===== config.mk =====
export PLATFORM = sky130hd
export DESIGN_NAME = lemmings_bridge_arbiter
export DESIGN_NICKNAME = d
export VERILOG_FILES = /design/src/rtl/lemmings_pkg.sv /design/src/rtl/rr_arbiter.sv /design/src/rtl/lemmings_bridge_arbiter.sv
export SDC_FILE = /design/constraint.sdc
export NUM_CORES = 1
export LEC_CHECK = 0
export CAP_MARGIN = 20
export CORE_ASPECT_RATIO = 0.5
export CORE_MARGIN = 2
export CORE_UTILIZATION = 35
export CTS_BUF_LIST = sky130_fd_sc_hd__clkbuf_2
export CTS_CLUSTER_DIAMETER = 150
export DETAILED_ROUTE_END_ITERATION = 12
export HOLD_SLACK_MARGIN = 0.03
export RECOVER_POWER = 50
export SYNTH_ARGS = -nofsm -noshare
export SYNTH_HDL_FRONTEND = slang
export SYNTH_SLANG_ARGS = --single-unit

===== constraint.sdc =====
create_clock -name clk -period 3.1 [get_ports clk]
set_input_delay 0.31 -clock clk [delete_from_list [all_inputs] [get_ports clk]]
set_output_delay 0.31 -clock clk [all_outputs]
set_load 0.03 [all_outputs]

===== src/rtl/lemmings_pkg.sv =====
// Shared definitions for the lemmings bridge arbiter: heading constants and bridge states.
package lemmings_pkg;

  localparam logic LEFT  = 1'b0;
  localparam logic RIGHT = 1'b1;

  typedef enum logic [1:0] {
    IDLE,
    FLOW_LEFT,
    FLOW_RIGHT,
    DRAIN
  } bridge_state_e;

  function automatic bridge_state_e flow_state(input logic d);
    return (d == RIGHT) ? FLOW_RIGHT : FLOW_LEFT;
  endfunction

endpackage


===== src/rtl/rr_arbiter.sv =====
// N-way round-robin picker; ptr_q holds the index where the next search starts.
module rr_arbiter #(
  parameter int N = 4
) (
  input  logic         clk,
  input  logic         reset,
  input  logic [N-1:0] req,
  input  logic         advance,
  output logic [N-1:0] gnt,
  output logic         found
);

  localparam int IW = $clog2(N);

  logic [IW-1:0] ptr_q;
  logic [IW-1:0] ptr_d;
  logic [IW-1:0] win;
  logic [IW-1:0] idx;
  logic [IW:0]   sum;

  always_comb begin
    gnt   = '0;
    found = 1'b0;
    win   = '0;
    idx   = '0;
    sum   = '0;
    for (int off = 0; off < N; off++) begin
      sum = {1'b0, ptr_q} + (IW+1)'(off);
      if (sum >= (IW+1)'(N)) begin
        sum = sum - (IW+1)'(N);
      end
      idx = sum[IW-1:0];
      if (!found && req[idx]) begin
        found    = 1'b1;
        win      = idx;
        gnt[idx] = 1'b1;
      end
    end
  end

  // The pointer only moves when the caller actually issues the grant.
  always_comb begin
    ptr_d = ptr_q;
    if (advance && found) begin
      ptr_d = (win == IW'(N-1)) ? '0 : win + IW'(1);
    end
  end

  always_ff @(posedge clk) begin
    if (reset) begin
      ptr_q <= '0;
    end else begin
      ptr_q <= ptr_d;
    end
  end

endmodule


===== src/rtl/lemmings_bridge_arbiter.sv =====
// Single-lane bridge arbiter: round-robin entry, per-walker crossing timers,
// and direction reversal only after the bridge has drained.
module lemmings_bridge_arbiter
  import lemmings_pkg::*;
#(
  parameter int N            = 4,
  parameter int CAP          = 2,
  parameter int CROSS_CYCLES = 4,
  parameter int MAX_RUN      = 4
) (
  input  logic                       clk,
  input  logic                       reset,
  input  logic [N-1:0]               req,
  input  logic [N-1:0]               dir,
  output logic [N-1:0]               grant,
  output logic                       bridge_dir,
  output logic [$clog2(CAP+1)-1:0]   occupancy,
  output logic                       busy
);

  localparam int OW = $clog2(CAP+1);
  localparam int TW = $clog2(CROSS_CYCLES+1);
  localparam int RW = $clog2(MAX_RUN+1);

  bridge_state_e state_q, state_d;
  logic [N-1:0]  grant_q, grant_d;
  logic          bridge_dir_q, bridge_dir_d;
  logic [RW-1:0] run_q, run_d;
  logic [OW-1:0] occ_q, occ_d;
  logic [TW-1:0] timer_q [CAP];
  logic [TW-1:0] timer_d [CAP];

  logic [N-1:0]  elig;
  logic [N-1:0]  heading_match;
  logic [N-1:0]  same_mask;
  logic [N-1:0]  opp_mask;
  logic          any_elig;
  logic          any_same;
  logic          opp_wait;
  logic [N-1:0]  arb_req;
  logic [N-1:0]  arb_gnt;
  logic          arb_found;
  logic          grant_any;
  logic [OW-1:0] exit_cnt;
  logic          loaded;

  // A walker's req lags its grant by a cycle, so the live grant masks it out.
  assign elig          = req & ~grant_q;
  assign heading_match = (bridge_dir_q == RIGHT) ? dir : ~dir;
  assign same_mask     = elig & heading_match;
  assign opp_mask      = elig & ~heading_match;
  assign any_elig      = |elig;
  assign any_same      = |same_mask;
  assign opp_wait      = |opp_mask;
  assign grant_any     = |grant_d;

  always_comb begin
    arb_req = '0;
    case (state_q)
      IDLE:                  arb_req = elig;
      FLOW_LEFT, FLOW_RIGHT: arb_req = same_mask;
      default:               arb_req = '0;
    endcase
  end

  rr_arbiter #(
    .N(N)
  ) u_rr (
    .clk    (clk),
    .reset  (reset),
    .req    (arb_req),
    .advance(grant_any),
    .gnt    (arb_gnt),
    .found  (arb_found)
  );

  always_comb begin
    state_d      = state_q;
    grant_d      = '0;
    bridge_dir_d = bridge_dir_q;
    run_d        = run_q;
    case (state_q)
      IDLE: begin
        run_d = '0;
        if (arb_found) begin
          grant_d      = arb_gnt;
          bridge_dir_d = |(arb_gnt & dir);
          state_d      = flow_state(|(arb_gnt & dir));
        end
      end
      FLOW_LEFT, FLOW_RIGHT: begin
        if (!opp_wait) begin
          run_d = '0;
        end
        // Reversal decision takes priority and suppresses this cycle's grant.
        if (opp_wait && ((run_q == RW'(MAX_RUN)) || !any_same)) begin
          state_d = DRAIN;
        end else if (!any_elig && (occ_q == '0)) begin
          state_d = IDLE;
        end else if (arb_found && (occ_q < OW'(CAP))) begin
          grant_d = arb_gnt;
          if (opp_wait) begin
            run_d = run_q + RW'(1);
          end
        end
      end
      DRAIN: begin
        if (occ_q == '0) begin
          if (any_elig) begin
            bridge_dir_d = ~bridge_dir_q;
            run_d        = '0;
            state_d      = flow_state(~bridge_dir_q);
          end else begin
            state_d = IDLE;
          end
        end
      end
      default: state_d = IDLE;
    endcase
  end

  // Occupancy always equals the number of nonzero timers.
  always_comb begin
    timer_d  = timer_q;
    exit_cnt = '0;
    loaded   = 1'b0;
    for (int i = 0; i < CAP; i++) begin
      if (timer_q[i] != '0) begin
        timer_d[i] = timer_q[i] - TW'(1);
      end
      if (timer_q[i] == TW'(1)) begin
        exit_cnt = exit_cnt + OW'(1);
      end
    end
    for (int i = 0; i < CAP; i++) begin
      if (grant_any && !loaded && (timer_q[i] == '0)) begin
        timer_d[i] = TW'(CROSS_CYCLES);
        loaded     = 1'b1;
      end
    end
    occ_d = occ_q + OW'(grant_any) - exit_cnt;
  end

  always_ff @(posedge clk) begin
    if (reset) begin
      state_q      <= IDLE;
      grant_q      <= '0;
      bridge_dir_q <= LEFT;
      run_q        <= '0;
      occ_q        <= '0;
      for (int i = 0; i < CAP; i++) begin
        timer_q[i] <= '0;
      end
    end else begin
      state_q      <= state_d;
      grant_q      <= grant_d;
      bridge_dir_q <= bridge_dir_d;
      run_q        <= run_d;
      occ_q        <= occ_d;
      timer_q      <= timer_d;
    end
  end

  assign grant      = grant_q;
  assign bridge_dir = bridge_dir_q;
  assign occupancy  = occ_q;
  assign busy       = (state_q != IDLE);

endmodule


==> flow_summary.toml <==
[outcome]
status = "finished with violations"
violations = "negative setup slack"

[floorplanning]
dieHeight_um = 57.9
core-area_sq_um = 5540
io_pins = 18
die-area_sq_um = 6480
die_x_um = 112
num_rows = 19
start_util_pct = 36.7

[cts]
ctsHoldBuffers = 0
cts_root_buffer = "clkbuf_2"
cts_tree = "yes"
cts.clk_slew.worst_paths_ns = 0.22
clock_path_buffers = 2
cts.sinks = 20
cts_buffers = 3
clkLatencyLatePin_ns = 0.33
htreeDepth = 1

[finish]
final_cell_mix = "57 x buf_4, 20 x ha_1, 18 x nor2_1"
final_common_cell = "buf_4"
diodes = 0
finalNetCount = 356
final_layout_size_suffix_gt1_share_pct = 35.2
fin_area_sq_um = 3000
fillers = 504
syn2layout_area_growth_pct = 47.5

[logic_synthesis]
avgSynthCellArea_sq_um = 8.11
ys_seq_area_share_pct = 19.7
ys_ff_latch = 20
synth_cell_types = 66
yosys_warnings = 0
synth_area_sq_um = 2030
synth_nets = 285
synth_edf_count = 0
async_flop_share_pct = 0
synth_ff_type = "dfxtp_1"
synth_cells = 251

[detailed_routing]
routed_wl_um = 6170
drtIter0Drc = 124
vias = 2166
dr.pass1.iters = 4
antenna_left = 0
drc = 0
avgViaCountPerCell = 5.50
post_drt_wl_per_cell_um = 15.7

[placed_design]
port_buffers = 17
placed_area_sq_um = 2770
routabilityCongestion = 0.872
hpwl_um = 4850

[global_route]
grtUsageTotal_pct = 19.8
grt_pass1_vias = 2153
grt_max_degree = 15
grt_pass1_wl_um = 10300
overflow = 0
antenna_found_initial = 0

[worst_setup_path]
end_kind = "register"
timing.critical_path.mode_cell = "ha_4"
cp.arrival_ns = 3.47
critPathMaxStageDelay_ns = 0.42
worst_r2r_endpoint = "occupancy[1]$_SDFF_PP0_"
cp.required_ns = 3.32
worstReg2RegStart = "state_q[1]$_SDFFE_PP0P_"
r2r_slack_ns = -0.15
path_class = "reg -> reg"
crit_fanout = 8
worstSetupStartpointType = "register"
crit_start = "state_q[1]$_SDFFE_PP0P_"
rr_worst_depth = 16
critical_path.slowest_cell = "dfxtp_4"
cp_cell_sequence = "inv_4 -> ha_4 -> nand2b_4 -> o32ai_4 -> o211ai_1 -> a211oi_4 -> buf_4 -> a211oi_4 -> a41oi_2 -> inv_2 -> ha_4 -> inv_2 -> ha_4 -> xnor2_2 -> xnor2_1 -> nor2_1"

[timing]
fin_ws_ns = -0.150
tightest_slew_ns = 0.520
drv_slew = 0
grt_setup_unrepaired = "true"
setup_viol = 3
fin_crit_ns = 3.25
finalCritPeriodShare_pct = 105
clock_skew_ns = 0.0299
relSlewSlack_pct = 65.2
fmax_mhz = 308
setup-tns-final_ns = -0.266
hold_viol = 0

[worst_hold_path]
hold_start = "timer_q[3]$_SDFFE_PP0N_"
whs_path_depth = 2
hold_end = "timer_q[3]$_SDFFE_PP0N_"
hold_path_class = "reg -> reg"

[power]
ir_drop_v = 0.000639
powerDensity_nw_per_um2 = 1120
power.static_leakage_uw = 0.00125

[run]
max-cap-violations = 0
-- report_power, final --
part	leakage, uW	internal, uW	switching, uW	total [uW]
clock	0.0000266	111	84.9	196
combinational	0.00106	1360	1360	2720
sequential	0.000166	342	86.2	428
-- through the flow --
| stage | power [uW] | setup WS, ns | cells | utilization (%) | hold WS, ns |
|---|---|---|---|---|---|
| 2_1_floorplan | 1940 | -0.0769 | 251 | - | 0.461 |
| 3_3_place_gp | 2790 | -0.466 | 384 | 50.0 | 0.480 |
| 3_5_place_dp | 2830 | -0.458 | 384 | 50.0 | 0.496 |
| 4_1_cts | 3230 | -0.120 | 392 | 53.1 | 0.519 |
| 5_1_grt | 3660 | -0.292 | 394 | 54.2 | 0.553 |
| 6_report | 3350 | -0.150 | 394 | 54.2 | 0.521 |
-- synthesized netlist by cell type, types with 3 or more instances --
cell	number	share of area (%)
nand4b_1	3	1.3
nand2_1	12	2.2
clkbuf_1	5	0.92
a21oi_2	3	1.3
ha_1	24	15
nand3_1	5	1.2
a221oi_1	4	1.7
nor2_1	20	3.7
nand2b_1	5	1.5
or3b_2	4	1.7
dfxtp_1	20	20
xnor2_1	6	2.6
a22oi_1	3	1.1
a21boi_0	3	1.1
a31o_2	3	1.3
nand4_1	3	0.92
inv_1	20	3.7
o21ai_0	8	2.0
nor3_1	11	2.7
a211oi_1	3	1.1
buf_2	3	0.74
nor2b_1	6	1.8
a21oi_1	11	2.7
nand3b_1	7	2.6
-- cells by family (layout without fill, tap and decap cells) --
family                     count (synthesis)  after routing  share of synthesized area (%)
AOI/OAI and AO/OA                         75             75                           29.2
xor gates and xnor gates                   8              8                           3.81
adders and majority gates                 24             24                           14.8
buffers and inverters                     30            100                           6.09
DFF                                       20             20                           19.7
muxes                                      3              3                           1.54
and+or+nand+nor                           91             91                           24.9
-- flip-flops by register name, indices dropped and copies added, names as in the netlist --
| name | count |
|---|---|
| occupancy | 2 |
| run_q | 3 |
| u_rr.ptr_q | 2 |
| bridge_dir | 1 |
| grant | 4 |
| timer_q | 6 |
| state_q | 2 |
-- worst max path at each step --
stage | to | slack, ns | depth (start not counted)
floorplan | occupancy[1]$_SDFF_PP0_ | -0.08 | 18
global placement | occupancy[1]$_SDFF_PP0_ | -0.47 | 15
detailed placement | occupancy[1]$_SDFF_PP0_ | -0.46 | 15
CTS | occupancy[1]$_SDFF_PP0_ | -0.12 | 16
global route | occupancy[1]$_SDFF_PP0_ | -0.29 | 16
finish | occupancy[1]$_SDFF_PP0_ | -0.15 | 16
-- worst max-delay path, delay by kind of cell (launching register included) --
kind / cells / cell delay (ns)
adders and majority gates: 3 / 0.73
xor gates and xnor gates: 2 / 0.31
buffers and inverters: 4 / 0.32
and+or+nand+nor: 2 / 0.12
AOI/OAI and AO/OA: 5 / 1.23
DFF: 1 / 0.42
-- layout make-up --
cell class              instances  area, sq um  share of cell area (%)
multi-input cells             201         1770                    58.9
repair buffers                 75          609                    20.3
flip-flops and latches         20          407                    13.5
well taps                      73         91.3                    3.04
inverters                      21         81.3                    2.71
clock inverters                 1         30.0                    1.00
clock buffers                   3         15.0                   0.500
-- per-layer routing --
layer | global-route usage [%] | part of all wire, % | vias to the layer above
li1 | - | - | 1071
met1 | 28.0 | 50 | 1048
met2 | 33.0 | 44 | 43
met3 | 3.24 | 5.3 | 4
met4 | 3.35 | 0.65 | 0
met5 | 0 | 0 | -
-- what timing repair did --
item / 4_1_cts / 5_1_grt
pin swaps: 8 / 10
setup buffers: 4 / 3
resized for setup: 14 / 11
setup endpoints to repair: 4 / 10
No activity file was read; power rests on OpenSTA's default activity.
